## src/rtl/prbs_pkg.sv

```systemverilog
// Shared definitions for the PRBS generator/checker: polynomial codes,
// checker FSM states and tap lookup helpers.
package prbs_pkg;

  localparam int MAX_N = 31;

  typedef enum logic [2:0] {
    POLY_PRBS7  = 3'd0,
    POLY_PRBS9  = 3'd1,
    POLY_PRBS15 = 3'd2,
    POLY_PRBS23 = 3'd3,
    POLY_PRBS31 = 3'd4
  } poly_e;

  typedef enum logic [1:0] {
    CHK_HUNT,
    CHK_VERIFY,
    CHK_LOCKED
  } chk_state_e;

  // Codes 5..7 are folded onto PRBS31 so the stored poly is always a legal enum value.
  function automatic poly_e normPoly(input logic [2:0] code);
    if (code > 3'd4) return POLY_PRBS31;
    return poly_e'(code);
  endfunction

  function automatic logic [5:0] TAP_N(input poly_e p);
    case (p)
      POLY_PRBS7:  return 6'd7;
      POLY_PRBS9:  return 6'd9;
      POLY_PRBS15: return 6'd15;
      POLY_PRBS23: return 6'd23;
      default:     return 6'd31;
    endcase
  endfunction

  function automatic logic [5:0] TAP_T(input poly_e p);
    case (p)
      POLY_PRBS7:  return 6'd6;
      POLY_PRBS9:  return 6'd5;
      POLY_PRBS15: return 6'd14;
      POLY_PRBS23: return 6'd18;
      default:     return 6'd28;
    endcase
  endfunction

  function automatic logic [MAX_N-1:0] polyMask(input poly_e p);
    return (MAX_N'(1) << TAP_N(p)) - MAX_N'(1);
  endfunction

endpackage

```

## src/rtl/prbs_step.sv

```systemverilog
// Combinational DATA_WIDTH-step Fibonacci LFSR advance; bit 0 of the word is the first step.
module prbs_step import prbs_pkg::*; #(
  parameter int DATA_WIDTH = 8
) (
  input  poly_e                 i_poly,
  input  logic [MAX_N-1:0]      i_state,
  output logic [MAX_N-1:0]      o_state,
  output logic [DATA_WIDTH-1:0] o_word
);

  logic [MAX_N-1:0] w_mask;
  logic [MAX_N-1:0] w_s;
  logic             w_b;

  assign w_mask = polyMask(i_poly);

  // Masking after each shift keeps bits above N at zero so taps see only the active register.
  always_comb begin
    w_s    = i_state;
    w_b    = 1'b0;
    o_word = '0;
    for (int k = 0; k < DATA_WIDTH; k++) begin
      unique case (i_poly)
        POLY_PRBS7:  w_b = w_s[6]  ^ w_s[5];
        POLY_PRBS9:  w_b = w_s[8]  ^ w_s[4];
        POLY_PRBS15: w_b = w_s[14] ^ w_s[13];
        POLY_PRBS23: w_b = w_s[22] ^ w_s[17];
        default:     w_b = w_s[30] ^ w_s[27];
      endcase
      w_s       = {w_s[MAX_N-2:0], w_b} & w_mask;
      o_word[k] = w_b;
    end
    o_state = w_s;
  end

endmodule

```

## config.mk

```make
export PLATFORM = sky130hd
export DESIGN_NAME = prbs_step
export DESIGN_NICKNAME = d
export VERILOG_FILES = /design/src/rtl/prbs_pkg.sv /design/src/rtl/prbs_step.sv
export SDC_FILE = /design/constraint.sdc
export NUM_CORES = 1
export LEC_CHECK = 0
export CAP_MARGIN = 20
export CORE_ASPECT_RATIO = 0.75
export CORE_MARGIN = 1
export CORE_UTILIZATION = 38
export DETAILED_ROUTE_END_ITERATION = 8
export PLACE_DENSITY = 0.85
export SETUP_SLACK_MARGIN = 0.5
export SLEW_MARGIN = 10
export SYNTH_ARGS = -nofsm -noshare
export SYNTH_HDL_FRONTEND = slang
export SYNTH_SLANG_ARGS = --single-unit
```

## constraint.sdc

```tcl
create_clock -name vclk -period 2.9
set_input_delay 0.29 -clock vclk [all_inputs]
set_output_delay 0.29 -clock vclk [all_outputs]
set_load 0.02 [all_outputs]
```

Word-level counts from Yosys, hierarchy flattened
Index checks and enable logic that the tools add are counted.

Register bits: 0. Bits of input ports: 34. Output and inout bits: 39. Word-level logic and storage cells: 63.

Add/subtract/negate cells: 1. Equal/unequal tests: 3. Shift operators: 1. Mux-type cells: 9. Bitwise gates (word level): 48. Reductions and logical operators: 1.

Operators with widths (count): 31-bit bitwise AND (8); 1-bit bitwise XOR (40); 1-bit one-hot mux with 4 select lines (8); 1-bit by 6-bit left shift with 31-bit output, first input constant (1); 31-bit by 2-bit subtractor with 31-bit output, second input constant (1); 5-bit one-hot mux with 4 select lines (1); 3-bit by 2-bit == test with 1-bit output, second input constant (2); 3-bit by 1-bit == test with 1-bit output, second input constant (1); 3-bit logical NOT (1).

Longest topological paths before layout
Gate-level depths: netlist of run 1.

Word-level depth: 26. Depth in mapped cells: 11.

Worst setup path after synthesis of run 1
Ideal clock, no wire load.

Path type: input to output. From: in i_poly[1]. To: out o_state[5]. Data arrival time: 2.348 ns. Required time: 2.610 ns. Setup slack: 0.262 ns. Stages: 10. Buffers on the path: 3. Path through: buf_4 -> or3_1 -> buf_2 -> ha_1 -> nor2b_1 -> buf_2 -> nand2_1 -> xnor2_1 -> o221ai_1 -> a21boi_0.

Cells in the longest elaborated chain, start to end: 14.

RTL lines: start: declaration (line prbs_step.sv:5) `input poly_e i_poly,`; 3-bit by 2-bit == test with 1-bit output (tied with other cells) (line prbs_pkg.sv:28, prbs_step.sv:23); 5-bit one-hot mux with 4 select lines (line prbs_pkg.sv:28) `case (p)`; 1-bit by 6-bit left shift with 31-bit output (line prbs_pkg.sv:48) `return (MAX_N'(1) << TAP_N(p)) - MAX_N'(1);`; 31-bit by 2-bit subtractor with 31-bit output (line prbs_pkg.sv:48); 31-bit bitwise AND (2 in series) (line prbs_step.sv:30) `w_s = {w_s[MAX_N-2:0], w_b} & w_mask;`; 1-bit bitwise XOR, on equally long branches; 1-bit one-hot mux with 4 select lines (line prbs_step.sv:23) `unique case (i_poly)`; 31-bit bitwise AND (5 in series) (line prbs_step.sv:30); 31-bit bitwise AND (*) (line prbs_step.sv:30); end: declaration (line prbs_step.sv:7) `output logic [MAX_N-1:0] o_state,`.

Mark *: on every way between the ends. The rest lies on a longest branch, timed or not.

Worst setup path in the final report of run 1
From: in i_poly[2]. To: out o_state[1].

Cells in the longest elaborated chain, start to end: 16.

RTL lines: 3-bit by 2-bit == test with 1-bit output (tied with other cells) (line prbs_pkg.sv:28, prbs_step.sv:23); 5-bit one-hot mux with 4 select lines (line prbs_pkg.sv:28); 1-bit by 6-bit left shift with 31-bit output (line prbs_pkg.sv:48); 31-bit by 2-bit subtractor with 31-bit output (line prbs_pkg.sv:48); 31-bit bitwise AND (line prbs_step.sv:30); 1-bit bitwise XOR, on equally long branches; 1-bit one-hot mux with 4 select lines (line prbs_step.sv:23); 31-bit bitwise AND (5 in series) (line prbs_step.sv:30); 1-bit bitwise XOR (line prbs_step.sv:25) `POLY_PRBS9: w_b = w_s[8] ^ w_s[4];`; 1-bit one-hot mux with 4 select lines (line prbs_step.sv:23); 31-bit bitwise AND (line prbs_step.sv:30); 31-bit bitwise AND (*) (line prbs_step.sv:30).

Marks and branches as above.

==> summary.md, run 1 <==
| Metric | Value |
|---|---|
| Die area | 3060 um^2 |
| Synth area leaders | xor2_1 (15%), xnor2_1 (15%), nor2b_1 (6.4%), and3_1 (4.6%), nand2_1 (4.5%) |
| Worst Tran Pin Value | between 0.5 and 0.6 ns |
| Boundary Pins | 73 |
| Utilization after layout | roughly 80% |
| Hold crit path type | in -> out |
| Grt total ovfl | 0 |
| Routed len/inst | 15.2 um |
| First-pass GRT wire length | about 6300 um |
| Switching part of the total | 51.1% |
| ANT cells | 0 |
| Worst EP required | between 2 and 3 ns |
| Initial Util | 40.6% |
| Max Slew Vio Count | 0 |
| Relative slew slack | between 60 and 70% |
| Syn_nets | between 150 and 200 |
| Total number of vias | about 1400 |
| Syn Inst Count | about 150 |
| Max-cap violations | 0 |
| Min-delay src | i_poly[2] |
| Antenna Nets Post-Route | 0 |
| Pwr Density | between 200 and 250 nW/um^2 |
| Non-filler instance count after layout | around 280 |
| Comb power frac | between 90% and 100% |
| Crit path cell chain | buf_6, or3_4, ha_4, nor2b_1, buf_4, buf_4, nand2_1, xor2_2, o221ai_1, buf_2 |
| Core area | ~2700 um^2 |
| Worst hold path endpoint | o_word[2] |
| Vias in the first global route | between 1000 and 1500 |
| Final Critical Period | ~2.4 ns |
| Area leader, netlist | xor2_1 |
| PortBufs | between 70 and 80 |
| CP max FO | 6 |
| Hold-critical path depth | 4 |
| Slowest library cell on the worst path | or3_4 |
| Initial antenna violation count | 0 |
| Setup Viol. Count Final | 0 |
| Fin nets | about 280 |
| Area Overhead vs Synth | 96.6% |
| Filler cell count | 191 |
| RSZ-0062 raised after global routing | true |
| Sequential share of power | 0% |
| Layout clock buffers | 0 |
| Drt pass-1 iters | 4 |
| Synthesized area per cell | 7.26 um^2 |
| Peak VDD IR | 136 uV |
| FF+latch area | 0 um^2 |
| HPWL after DPL | 3150 um |
| Final period utilization | ~82% |
| Share of layout cells above drive strength 1 | 33.8% |
| F_max | ~420 MHz |
| Die width | between 60 and 70 um |
| Worst path max stage delay | roughly 0.4 ns |
| CP endpoint kind | output pin |
| Number of distinct library cells after synthesis | 40 |
| Lkg Pwr | 0.953 nW |
| Count leader, synth | xor2_1 |
| First DRT Iteration DRCs | a little under 80 |
| Final Hold Fails | 0 |
| CP startpoint kind | input port |
| Critical Path Most Common Cell | buf_4 |
| NetSw | roughly 0.00022 W |
| Post-synthesis sequential area ratio | 0% |
| Drt drc | 0 |
| Tot GR Track Use | 26.5% |
| Site row count | 16 |
| Cell total after placement | around 270 |
| Internal | roughly 0.00021 W |
| Clock Power Share | 0% |
| Mapped cell area | 1080 um^2 |
| Worst EP arrival | ~2.1 ns |
| Gpl congestion | 0.904 |
| Setup CP Type | in -> out |
| Buf/Inv on CP | 4 |
| Routed wire length | 4190 um |
| Die height | between 40 and 50 um |
| Total power draw | around 0.00043 W |
| Hold Buf Count CTS | 0 |
| CP delay by family, top | simple AND/OR/NAND/NOR gates |
| Status | completed |
| Ys Warns | 0 |
| Via/cell ratio | a little over 5 |
| Sequential cells | 0 |
| Largest net degree at the start of global routing | 28 |
| Share of the synthesized area in the top cell type | ~15% |
| Synth top cells by count | xor2_1 (19), xnor2_1 (18), nand2_1 (13) |
==> cells by family after synthesis <==
logic type | count (synthesis) | share of synthesized area [%]
AOI/OAI and AO/OA | 39 | 28.9
muxes | 4 | 5.09
and+or+nand+nor | 50 | 25.3
xor gates and xnor gates | 38 | 31.5
other | 1 | 0.347
adders and majority gates | 1 | 1.16
buffers and inverters | 16 | 7.64
==> power groups by stage <==
stage	logic (W)	registers [W]	clock network (W)
6_report	0.000430	0	0
5_1_grt	0.000459	0	0
4_1_cts	0.000414	0	0
3_5_place_dp	0.000419	0	0
3_3_place_gp	0.000415	0	0
2_1_floorplan	0.000221	0	0
==> layout make-up <==
cell class	count	area, um^2	share of cell area, %
inverter	2	7.51	0.353
multi-input combinational	133	1140	53.7
tap	36	45.0	2.12
timing repair buffer	105	932	43.8
==> worst max path at each step <==
stage	startpoint	end	cells after the start
floorplan	i_poly[1]	o_state[1]	9
global placement	i_poly[2]	o_word[5]	10
detailed placement	i_poly[2]	o_state[3]	10
CTS	i_state[4]	o_state[7]	8
global route	i_poly[2]	o_word[7]	10
finish	i_poly[2]	o_state[1]	10
==> cell usage in the layout, fill, tap and decap left out, types with 3 or more instances in the layout <==
| cell type | n |
|---|---|
| clkdlybuf4s50_1 | 39 |
| xnor2_1 | 17 |
| buf_2 | 7 |
| a21oi_1 | 5 |
| xor2_1 | 14 |
| o22ai_1 | 4 |
| o211ai_1 | 3 |
| buf_6 | 3 |
| nor2_1 | 4 |
| xor2_2 | 5 |
| nand2_1 | 11 |
| dlygate4sd2_1 | 8 |
| and3_1 | 8 |
| a31oi_1 | 5 |
| dlymetal6s2s_1 | 8 |
| buf_4 | 36 |
| nor2b_1 | 11 |
| a21boi_2 | 3 |
| o221ai_2 | 3 |
| and2_1 | 7 |
==> timing repair <==
action | CTS | global route
setup buffers | 2 | 2
setup endpoints to repair | 30 | 17
cloned | 0 | 0
resized for setup | 87 | 34
pin swaps | 9 | 16
==> per-layer routing <==
metal / part of all wire (%) / track usage [%]
met4: 0 / 0.455
met5: 0 / 0
met3: 6.4 / 1.40
met1: 45 / 37.1
met2: 48 / 48.7
==> metrics by stage <==
step | TNS (ns) | hold WS [ns] | setup slack, ns | area, um^2
6_report | 0 | 1.20 | 0.529 | 2130
5_1_grt | 0 | 1.23 | 0.434 | 2130
4_1_cts | 0 | 1.23 | 0.468 | 2040
3_5_place_dp | -3.11 | 1.73 | -0.260 | 2010
3_3_place_gp | -2.56 | 1.73 | -0.253 | 2010
2_1_floorplan | 0 | 0.753 | 0.425 | 1100
Note: power is estimated with default switching activity, not from simulation.
==> run 2, diff against run 1 <==
==> constraint.sdc (replaced) <==
create_clock -name vclk -period 2.45
set_input_delay 0.245 -clock vclk [all_inputs]
set_output_delay 0.245 -clock vclk [all_outputs]
set_load 0.02 [all_outputs]
==> run 2 against run 1 <==
Net effect:
- design area is 8.9% higher
- hold slack worse by 0.18 ns
- critical path depth is 3 lower
- total power is 37% higher
- sequential share of layout area stayed put
- final cell count is 3.6% higher
- via count is 7.3% higher
==> summary.md, run 2 (same netlist as run 1, synthesis figures left out) <==
| Metric | Value |
|---|---|
| Status | completed |
| FF+latch area | 0 um^2 (unchanged) |
| Met3 wire length | 373 um (+38%) |
| Vias in the first global route | 1341 (+2.9%) |
| Die height | 48.2 um (unchanged) |
| Fin worst setup slack | 0.195 ns (-0.334 ns) |
| Routed wire length | 4920 um (+17%) |
| Final Hold Fails | 0 (unchanged) |
| Final Critical Period | between 2 and 2.5 ns |
| Tot GR Track Use | 27.3% (+0.80 points) |
| Initial Util | 40.6% (unchanged) |
| Metal-1 WL | 1990 um (+4.4%) |
| PortBufs | 73 (unchanged) |
| Layout clock buffers | 0 (unchanged) |
| Pwr Density | 254 nW/um^2 (+25%) |
| Die area | 3060 um^2 (unchanged) |
| HPWL after DPL | 3430 um (+8.8%) |
| Initial antenna violation count | 0 (unchanged) |
| Boundary Pins | 73 (unchanged) |
| Total power draw | 0.000587 W (+37%) |
| Share of layout cells above drive strength 1 | 46.4% (+13 points) |
| Final period utilization | between 90 and 100% |
| Die width | 63.6 um (unchanged) |
| Via/cell ratio | 5.31 (+3.6%) |
| Largest net degree at the start of global routing | 28 (unchanged) |
| Max-cap violations | 0 (unchanged) |
| Max Slew Vio Count | 0 (unchanged) |
| Setup CP Type | in -> out |
| Total number of vias | 1520 (+7.3%) |
| Drt pass-1 iters | 4 (unchanged) |
| First DRT Iteration DRCs | 96 (+23%) |
| Relative slew slack | 64.1% (+1.9 points) |
| CP startpoint kind | input port |
| ANT cells | 0 (unchanged) |
| Peak VDD IR | 183 uV (+35%) |
| Site row count | 16 (unchanged) |
| RSZ-0062 raised after global routing | true |
| Hold crit path type | in -> out |
| Grt total ovfl | 0 (unchanged) |
| Multi-input gate area | 1280 um^2 (+12%) |
| Worst EP required | 2.20 ns (-0.41 ns) |
| Core area | 2660 um^2 (unchanged) |
| Drt drc | 0 (unchanged) |
| CP endpoint kind | output pin |
| Area Overhead vs Synth | 114% |
| Lkg Pwr | 1.03 nW (+7.7%) |
| Sequential cells | 0 (unchanged) |
| Routed len/inst | 17.2 um (+13%) |
| CP max FO | 5 (-1) |
| Filler cell count | 147 (-23%) |
| Worst Tran Pin Value | 0.535 ns (-0.0318 ns) |
| Top sig layer | met4 |
| Fin nets | 287 (+3.6%) |
| First-pass GRT wire length | 6440 um (+2.0%) |
| Dpl ws | -0.584 ns (-0.324 ns) |
| F_max | ~440 MHz |
| Setup Viol. Count Final | 0 (unchanged) |
| Most common cell after layout, fill and taps aside | buf_4 |
| Most frequent cells in the layout | buf_4 (44), clkdlybuf4s50_1 (31), xnor2_1 (16) |
| Worst EP arrival | 2.01 ns (-0.07 ns) |
| Antenna Nets Post-Route | 0 (unchanged) |
| Routed wl met2 | 2460 um (+22%) |
| Gpl congestion | 0.964 (+6.6%) |
==> run 2: report_power, final <==
group,switching (W),internal (W),total (W),leakage [nW]
clock,0,0,0,0
combinational,0.000296,0.000291,0.000587,1.03
sequential,0,0,0,0
total,0.000296,0.000291,0.000587,1.03
==> run 2: timing repair <==
action	4_1_cts	5_1_grt
pin swaps	12	15
endpoints found under the setup margin	39	22
setup buffers	2	1
gates resized for setup	158	29
hold endpoints to repair	0	0
hold buffers	0	0
==> run 2: path summary, 6_finish.rpt <==
check  startpoint    endpoint  depth (start not counted)  slack (ns)
min     i_poly[0]  o_state[9]                          4        1.03
max    i_state[3]   o_word[3]                          7        0.19
==> run 2: area by class of cell <==
class                      count  share of cell area [%]
tap                           36                    1.94
inverter                       2                   0.324
multi-input combinational    133                    55.4
timing repair buffer         115                    42.4
==> run 2: through the flow <==
step | TNS, ns | hold WS (ns) | instances | cell area (um^2) | util (%)
6_report | 0 | 1.03 | 286 | 2320 | 87.0
5_1_grt | 0 | 1.04 | 286 | 2320 | 87.0
4_1_cts | 0 | 0.965 | 285 | 2170 | 81.4
3_5_place_dp | -10.72 | 1.63 | 283 | 2140 | 80.5
3_3_place_gp | -9.93 | 1.64 | 283 | 2140 | 80.5
2_1_floorplan | 0 | 0.663 | 149 | 1160 | -
==> run 2: critical path: stages <==
cell             delay (ns)
clkdlybuf4s50_1        0.57
buf_4                  0.24
xnor2_1                0.23
o22ai_1                0.16
a221oi_2               0.28
o21ai_1                0.11
buf_2                  0.17
==> run 2: layer usage <==
layer	up-vias	global-route usage [%]
met5	-	0
met4	0	2.73
met3	12	2.80
met2	86	49.1
met1	698	37.5
li1	724	-
